--- config.mk ---
export PLATFORM = sky130hd
export DESIGN_NAME = program_loader
export DESIGN_NICKNAME = d
export VERILOG_FILES = /design/src/rtl/loader_pkg.sv /design/src/rtl/loader_timeout.sv /design/src/rtl/program_loader.sv
export SDC_FILE = /design/constraint.sdc
export NUM_CORES = 1
export LEC_CHECK = 0
export BUFFER_PORTS_ARGS = -buffer_cell sky130_fd_sc_hd__buf_2
export CORE_ASPECT_RATIO = 1.25
export CORE_UTILIZATION = 60
export DETAILED_ROUTE_END_ITERATION = 10
export PLACE_DENSITY_LB_ADDON = 0.05
export SLEW_MARGIN = 10
export SYNTH_ARGS = -nofsm -noshare
export SYNTH_HDL_FRONTEND = slang
export SYNTH_HIERARCHICAL = 1
export SYNTH_SLANG_ARGS = --single-unit
--- constraint.sdc ---
create_clock -name clk -period 3.3 [get_ports clk]
set_input_delay 0.165 -clock clk [delete_from_list [all_inputs] [get_ports clk]]
set_output_delay 0.165 -clock clk [all_outputs]
set_load 0.01 [all_outputs]
--- src/rtl/loader_pkg.sv ---
// Shared types and constants for the program loader: FSM states, default
// frame marker and header length.
package loader_pkg;

  typedef enum logic [2:0] {
    IDLE,
    HDR,
    PAY_LO,
    PAY_HI,
    CHK
  } state_e;

  localparam logic [7:0]  SYNC_BYTE_DEFAULT = 8'hA5;
  // start_idx (2 bytes) + count (2 bytes), little-endian.
  localparam int unsigned HDR_BYTES         = 4;

endpackage

--- src/rtl/loader_timeout.sv ---
// Inter-byte watchdog: reloads on every accepted byte and pulses expire_o
// once TIMEOUT_CYCLES clock cycles have elapsed without a reload.
module loader_timeout #(
  parameter int unsigned TIMEOUT_CYCLES = 100000
) (
  input  logic clk,
  input  logic rst_n,
  input  logic load_i,
  input  logic run_i,
  output logic expire_o
);

  localparam int unsigned W = $clog2(TIMEOUT_CYCLES + 1);

  logic [W-1:0] cnt_q;

  // Down-counter: load to TIMEOUT_CYCLES, count down while the frame is open.
  // NOTE: state registers use non-blocking assignments so every flop samples
  // pre-edge values; blocking here would create order-dependent simulation.
  always_ff @(posedge clk or negedge rst_n) begin
    if (!rst_n) begin
      cnt_q <= '0;
    end else if (load_i) begin
      cnt_q <= W'(TIMEOUT_CYCLES);
    end else if (run_i && cnt_q != '0) begin
      cnt_q <= cnt_q - W'(1);
    end
  end

  // Fires on the edge that completes the TIMEOUT_CYCLES-th silent cycle.
  assign expire_o = run_i && !load_i && (cnt_q == W'(1));

endmodule

--- src/rtl/program_loader.sv ---
// Parses framed load commands from a byte stream and writes the payload into
// the CPU instruction memory as 16-bit halfwords via the download port.
module program_loader
  import loader_pkg::*;
#(
  parameter logic [7:0]  SYNC_BYTE      = SYNC_BYTE_DEFAULT,
  parameter int unsigned MAX_HALFWORDS  = 256,
  parameter int unsigned TIMEOUT_CYCLES = 100000
) (
  input  logic        clk,
  input  logic        rst_n,
  input  logic        byte_valid,
  input  logic [7:0]  byte_data,
  output logic        download_program,
  output logic        program_we,
  output logic [31:0] instruction_index,
  output logic [15:0] program_in,
  output logic        load_done,
  output logic        load_error
);

  state_e      state_q, state_d;
  logic [1:0]  hdr_cnt_q, hdr_cnt_d;
  logic [23:0] hdr_q, hdr_d;          // first three header bytes, LSB first
  logic [15:0] start_idx_q, start_idx_d;
  logic [15:0] count_q, count_d;
  logic [15:0] hw_cnt_q, hw_cnt_d;    // halfwords written in this frame
  logic [7:0]  b0_q, b0_d;
  logic [7:0]  xor_q, xor_d;
  logic        dl_q, dl_d;
  logic        we_q, we_d;
  logic [31:0] idx_q, idx_d;
  logic [15:0] pin_q, pin_d;
  logic        done_q, done_d;
  logic        err_q, err_d;

  logic        timer_load, timer_run, timer_expire;
  logic [31:0] hdr_full;
  logic [15:0] hw_next;

  assign timer_run = (state_q != IDLE);
  assign hdr_full  = {byte_data, hdr_q};
  assign hw_next   = hw_cnt_q + 16'd1;

  loader_timeout #(
    .TIMEOUT_CYCLES(TIMEOUT_CYCLES)
  ) u_timeout (
    .clk     (clk),
    .rst_n   (rst_n),
    .load_i  (timer_load),
    .run_i   (timer_run),
    .expire_o(timer_expire)
  );

  // Frame parser: next state, datapath updates and output strobes.
  // NOTE: every signal driven here gets a default first, so no path leaves a
  // value unassigned and no latch is inferred.
  always_comb begin
    state_d     = state_q;
    hdr_cnt_d   = hdr_cnt_q;
    hdr_d       = hdr_q;
    start_idx_d = start_idx_q;
    count_d     = count_q;
    hw_cnt_d    = hw_cnt_q;
    b0_d        = b0_q;
    xor_d       = xor_q;
    dl_d        = dl_q;
    we_d        = 1'b0;
    idx_d       = idx_q;
    pin_d       = pin_q;
    done_d      = done_q;
    err_d       = err_q;
    timer_load  = 1'b0;

    if (state_q == IDLE) begin
      if (byte_valid && byte_data == SYNC_BYTE) begin
        state_d    = HDR;
        hdr_cnt_d  = '0;
        xor_d      = '0;
        done_d     = 1'b0;
        err_d      = 1'b0;
        timer_load = 1'b1;
      end
    end else if (byte_valid) begin
      // Inside a frame every byte is data, SYNC value included.
      timer_load = 1'b1;
      xor_d      = xor_q ^ byte_data;
      unique case (state_q)
        HDR: begin
          hdr_d     = {byte_data, hdr_q[23:8]};
          hdr_cnt_d = hdr_cnt_q + 2'd1;
          if (hdr_cnt_q == 2'(HDR_BYTES - 1)) begin
            start_idx_d = hdr_full[15:0];
            count_d     = hdr_full[31:16];
            hw_cnt_d    = '0;
            if (32'(hdr_full[31:16]) > MAX_HALFWORDS) begin
              err_d   = 1'b1;
              state_d = IDLE;
            end else if (hdr_full[31:16] == 16'd0) begin
              state_d = CHK;
            end else begin
              dl_d    = 1'b1;
              state_d = PAY_LO;
            end
          end
        end
        PAY_LO: begin
          b0_d    = byte_data;
          state_d = PAY_HI;
        end
        PAY_HI: begin
          we_d     = 1'b1;
          pin_d    = {b0_q, byte_data};
          idx_d    = {16'h0, start_idx_q} + {16'h0, hw_cnt_q};
          hw_cnt_d = hw_next;
          state_d  = (hw_next == count_q) ? CHK : PAY_LO;
        end
        CHK: begin
          dl_d    = 1'b0;
          done_d  = (byte_data == xor_q);
          err_d   = (byte_data != xor_q);
          state_d = IDLE;
        end
        default: state_d = IDLE;
      endcase
    end else if (timer_expire) begin
      dl_d    = 1'b0;
      err_d   = 1'b1;
      state_d = IDLE;
    end
  end

  // State and output registers; reset aborts any frame in progress.
  always_ff @(posedge clk or negedge rst_n) begin
    if (!rst_n) begin
      state_q     <= IDLE;
      hdr_cnt_q   <= '0;
      hdr_q       <= '0;
      start_idx_q <= '0;
      count_q     <= '0;
      hw_cnt_q    <= '0;
      b0_q        <= '0;
      xor_q       <= '0;
      dl_q        <= 1'b0;
      we_q        <= 1'b0;
      idx_q       <= '0;
      pin_q       <= '0;
      done_q      <= 1'b0;
      err_q       <= 1'b0;
    end else begin
      state_q     <= state_d;
      hdr_cnt_q   <= hdr_cnt_d;
      hdr_q       <= hdr_d;
      start_idx_q <= start_idx_d;
      count_q     <= count_d;
      hw_cnt_q    <= hw_cnt_d;
      b0_q        <= b0_d;
      xor_q       <= xor_d;
      dl_q        <= dl_d;
      we_q        <= we_d;
      idx_q       <= idx_d;
      pin_q       <= pin_d;
      done_q      <= done_d;
      err_q       <= err_d;
    end
  end

  assign download_program  = dl_q;
  assign program_we        = we_q;
  assign instruction_index = idx_q;
  assign program_in        = pin_q;
  assign load_done         = done_q;
  assign load_error        = err_q;

endmodule

# Word level (Yosys, flattened, before mapping)
# Index checks and enable logic that the tools add are counted.
[totals] register_bits=162 input_bits=11 out_inout_bits=52 word_cells=110
[op_classes] addsub=4 magnitude_cmp=1 n_eq_ne=19 mux=42 bitwise=2 n_reduce_logical=27
[ops] cell="17-bit 2-to-1 mux" n=2
[ops] cell="16-bit case mux with 2 select lines" n=1
[ops] cell="3-bit 2-to-1 mux" n=8
[ops] cell="8-bit 2-to-1 mux" n=3
[ops] cell="1-bit 2-to-1 mux" n=20
[ops] cell="3-bit AND reduction" n=6
[ops] cell="16-bit by 16-bit adder with 17-bit output" n=1
[ops] cell="17-bit by 1-bit == test with 1-bit output (second input constant)" n=1
[ops] cell="17-bit nonzero test" n=1
[ops] cell="17-bit by 1-bit subtractor with 17-bit output (second input constant)" n=1
[ops] cell="16-bit by 1-bit adder with 16-bit output (second input constant)" n=1
[ops] cell="16-bit == test" n=1
[ops] cell="16-bit by 9-bit greater-than comparator with 1-bit output (second input constant)" n=1
[ops] cell="16-bit logical NOT" n=1
[ops] cell="16-bit 2-to-1 mux" n=1
[ops] cell="2-bit nonzero test" n=6
[ops] cell="3-bit != test (second input constant)" n=3
[ops] cell="3-bit case mux with 3 select lines" n=1
[ops] cell="8-bit == test" n=1
[ops] cell="8-bit == test (second input constant)" n=1
[ops] cell="2-bit 2-to-1 mux" n=4
[ops] cell="4-bit != test (second input constant)" n=2
[ops] cell="8-bit != test" n=1
[ops] cell="4-bit AND reduction" n=2
[ops] cell="other kinds (19)" n=25

# Longest topological paths before layout
[logic_depth] word_depth=10 depth_mapped=13 depth_no_buf=11

# Hierarchy
# The synthesis kept the hierarchy.
[by_module_without_submodules] module="program_loader" n_inst=1 cells_per_inst=676 area_per_inst_um2=6830.3 seq_area_each_um2=3253.1
[by_module_without_submodules] module="loader_timeout" n_inst=1 cells_per_inst=111 area_per_inst_um2=1026.0 seq_area_each_um2=425.4

# Worst setup path before layout
# No wires, ideal clock.
[synth_path] path_type="register -> register" start="reg state_q[1]" end="reg err_q (netlist: load_error)" setup_ns=0.121 arrival_time_ns=2.876 required_time_ns=3.179 path_slack_ns=0.303 path_stages_with_launch=13 n_path_buf=2 synth_period_minus_slack_ns=2.997 cell_sequence="dfrtp_1 clkbuf_1 or3_1 a21oi_2 clkinv_2 clkbuf_1 nand3b_1 nor4_1 nor2_1 a21oi_1 nor2b_1 a31o_1 a22o_1"
[synth_between] elab_cells_between_ends=17 cone_classes="eq/ne (6); mux (4); reduce/logical (7)"
[synth_rtl] element="start: declaration" line="program_loader.sv:22" rtl="state_e state_q, state_d;"
[synth_rtl] element="start signal: assignment" line="program_loader.sv:151" rtl="state_q <= state_d;"
[synth_rtl] element="3-bit nonzero test" line="program_loader.sv:41" rtl="assign timer_run = (state_q != IDLE);"
[synth_rtl] element="via timer_run" line="program_loader.sv:37" rtl="logic timer_load, timer_run, timer_expire;"
[synth_rtl] element="1-bit logical AND (2 in series)" line="loader_timeout.sv:31" rtl="assign expire_o = run_i && !load_i && (cnt_q == W'(1));"
[synth_rtl] element="via timer_expire" line="program_loader.sv:37"
[synth_rtl] element="3-bit nonzero test (no source line)"
[synth_rtl] element="5-bit AND reduction (no source line)"
[synth_rtl] element="end signal: assignment" line="program_loader.sv:164" rtl="err_q <= err_d;"
[synth_rtl] element="end: declaration" line="program_loader.sv:35" rtl="logic err_q, err_d;"
# The timed path passes the listed nets, and every way through them passes these cells.
# A chain may end at the register's enable or synchronous reset.

# Final worst setup path
# Ends and elaborated chain as after synthesis.

==> results.json <==
{
  "antenna_found_initial": 0,
  "r2r-start": "state_q[1]",
  "firstDrtPassIters": 6,
  "globalRouteMet2Util_pct": 50.5,
  "ir_drop_uv": 312,
  "start_kind": "flop",
  "required_ns": 3.60,
  "coreArea_mm2": 0.0127,
  "synth_compound_area_share_pct": 12.6,
  "worstSetupEndpointType": "flop",
  "crit_start": "state_q[1]",
  "synth-simple-area-share_pct": 18.5,
  "drc": 0,
  "drt-initial-drc-count": 277,
  "vias": 6012,
  "fin_crit_ns": 2.92,
  "holdWs_ns": 0.0632,
  "synthMuxAreaShare_pct": 10.4,
  "synth_top_cell_by_area": "dfrtp_1",
  "wl_per_cell_um": 17.2,
  "grt_overflow": 0,
  "grt-busiest-layer": "met2",
  "yosys.area_share.adder_pct": 3.44,
  "hold_violations": 0,
  "maxSlewHeadroom_pct": 33.8,
  "slowest_stage": "or3_1",
  "synth_most_common_cell": "dfrtp_1",
  "synth_top_cell_area_share_pct": 46.8,
  "crit_family": "simple AND/OR/NAND/NOR gates",
  "initial_core_util_pct": 61.8,
  "tightest_slew_ns": 0.991,
  "ctsResizeCount": 0,
  "ctsHoldBuffers": 1,
  "powerDensity_mw_per_mm2": 501,
  "r2r_end": "load_error",
  "synth-edff-count": 0,
  "synth_top_family_by_area": "simple AND/OR/NAND/NOR gates",
  "hold_path.class": "input pin to flop",
  "grt_max_degree": 96,
  "cts-root-buf": "clkbuf_16",
  "grt_setup_unrepaired": "no",
  "numCtsBuffers": 17,
  "fin_crit_sh_pct": 88.4,
  "power_leakage_nw": 4.30,
  "cts_max_level": 4,
  "drive_above_1_share_pct": 20.5,
  "grt_pass1_wl_mm": 28.9,
  "placed_area_mm2": 0.00822,
  "portBuffers": 47,
  "setup_viol": 0,
  "routed_wl_mm": 17.5,
  "cp_max_fo": 10,
  "r2r_setup_slack_ns": 0.38,
  "cts-root-to-sink-buffers": 2,
  "grt_pass1_vias": 5879,
  "hpwl_mm": 12.2,
  "clock_sinks": 147,
  "rows": 46,
  "die_x_um": 104,
  "yosysSeqAreaShare_pct": 46.8,
  "slew_violations": 0,
  "cts_setup_buffers": 0,
  "syn2layout_area_growth_pct": 12.1,
  "syn_area_mm2": 0.00786,
  "synthCells": 787,
  "worstPathCellList": "or3_1, a21oi_2, clkinv_2, nand3b_1, nor4_1, nor2_1, a21oi_1, nor2b_1, a31o_1, a22o_1",
  "layout.nets": 863,
  "synthXorXnorAreaFrac_pct": 4.19,
  "track_usage_pct": 27.3,
  "path_class": "flop to flop",
  "synth.distinct_cells": 71,
  "crit_path_max_incr_delay_ns": 0.54,
  "clock_skew_ns": 0.0126,
  "r2r_cells": 10,
  "finalPower_mw": 4.41,
  "worst-path-buf-inv": 1,
  "async_flop_share_pct": 100,
  "synth.yosys.warnings": 6,
  "final_cell_area_mm2": 0.00881,
  "io_pins": 63,
  "fmax_mhz": 343,
  "final_antenna_net_count": 0,
  "grt_use_met1_pct": 31.8,
  "status": "completed",
  "synth_ff_type": "dfrtp_1",
  "synth_common_cells": "147 x dfrtp_1, 101 x nand2_1, 67 x o21ai_0",
  "path_depth": 10,
  "yosys-top-cells-area": "dfrtp_1 47%, mux2_2 9.5%, nand2_1 4.8%",
  "grt_util_met3_pct": 4.20,
  "clkTransAtPathRegs_ns": 0.06,
  "cap_violations": 0,
  "clock_latency_ns": 0.42,
  "avgSynthCellArea_um2": 9.98,
  "setup-tns-final_ns": 0,
  "cts_tree": "yes",
  "hold_start": "byte_valid",
  "vias_per_cell": 5.94,
  "cp.arrival_ns": 3.22,
  "diodes": 0,
  "die_h_um": 130,
  "setup.worst_path.end": "load_error",
  "die_area_mm2": 0.0136,
  "gp_congestion": 0.951,
  "ys_ff_latch": 147
}
[where the power goes]
group,switching [mW],internal [mW]
logic,0.276,0.196
clock network,0.798,1.06
registers,0.148,1.93
[cell families after synthesis]
logic type | Yosys count
buffers and inverters | 64
flip-flops | 147
AO/OA/AOI/OAI | 160
AND/OR/NAND/NOR | 285
multiplexers | 73
XOR/XNOR | 36
adder cells (fa/ha/maj) | 21
other | 1
[per-stage QoR]
stage	util, %	cells	worst slack (ns)
global placement	64.6	979	0.469
floorplan	-	801	0.303
finish	69.2	1012	0.383
CTS	69.2	1012	0.409
global route	69.2	1012	0.162
detailed placement	64.6	979	0.423
[sequential cells by signal (all words and copies together), names as in the netlist, 8 cells and up]
| signal | flops |
|---|---|
| b0_q | 8 |
| program_in | 16 |
| instruction_index | 17 |
| u_timeout/cnt_q | 17 |
| hw_cnt_q | 16 |
| count_q | 16 |
| hdr_q | 24 |
| start_idx_q | 16 |
| xor_q | 8 |
[worst min path at each step]
| stage | cells past startpoint | endpoint | slack, ns |
|---|---|---|---|
| 2_1_floorplan | 0 | b0_q[0] | -0.13 |
| 3_3_place_gp | 1 | instruction_index[1] | 0.30 |
| 3_5_place_dp | 1 | instruction_index[2] | 0.32 |
| 4_1_cts | 3 | download_program | 0.05 |
| 5_1_grt | 3 | download_program | 0.07 |
| 6_report | 3 | download_program | 0.06 |
[placed cells by master, fill, tap and decap left out, types with 5 or more instances in the layout]
cell	count
dfrtp_1	147
nand2_1	101
o21ai_0	67
mux2_2	66
nor2_1	48
buf_2	46
a21oi_1	33
nand3_1	20
ha_1	20
xnor2_1	18
xor2_1	17
clkbuf_16	17
nand4_1	15
conb_1	15
nor3_1	14
nor2b_1	14
nand2b_1	13
inv_1	13
buf_4	10
nor4_1	9
or3_1	8
a211oi_1	7
or4_1	6
o31ai_1	6
a21o_1	6
mux2i_1	6
nor3b_1	5
and2_1	5
and3_1	5
[worst reg2reg max path, cell delays in order (launching register included)]
cell and delay (ns):
dfrtp_1 0.47, or3_1 0.54, a21oi_2 0.42, clkinv_2 0.21
nand3b_1 0.20, nor4_1 0.20, nor2_1 0.12, a21oi_1 0.18
nor2b_1 0.07, a31o_1 0.19, a22o_1 0.22
[final cells by class]
| type | count | area, um2 |
|---|---|---|
| multi-input cells | 590 | 3920 |
| fillers | 992 | 3910 |
| flip-flops and latches | 147 | 3680 |
| clock buffers | 18 | 429 |
| repair buffers | 60 | 367 |
| well taps | 168 | 210 |
| clock inverters | 14 | 145 |
| inverters | 15 | 57.6 |
[metal layers]
metal  up-vias  routed length, um
met1      2942               7130
met2       167               9200
met5         -                  0
li1       2878                  -
met4         0                419
met3        25                697
(Power assumes the default switching activity.)
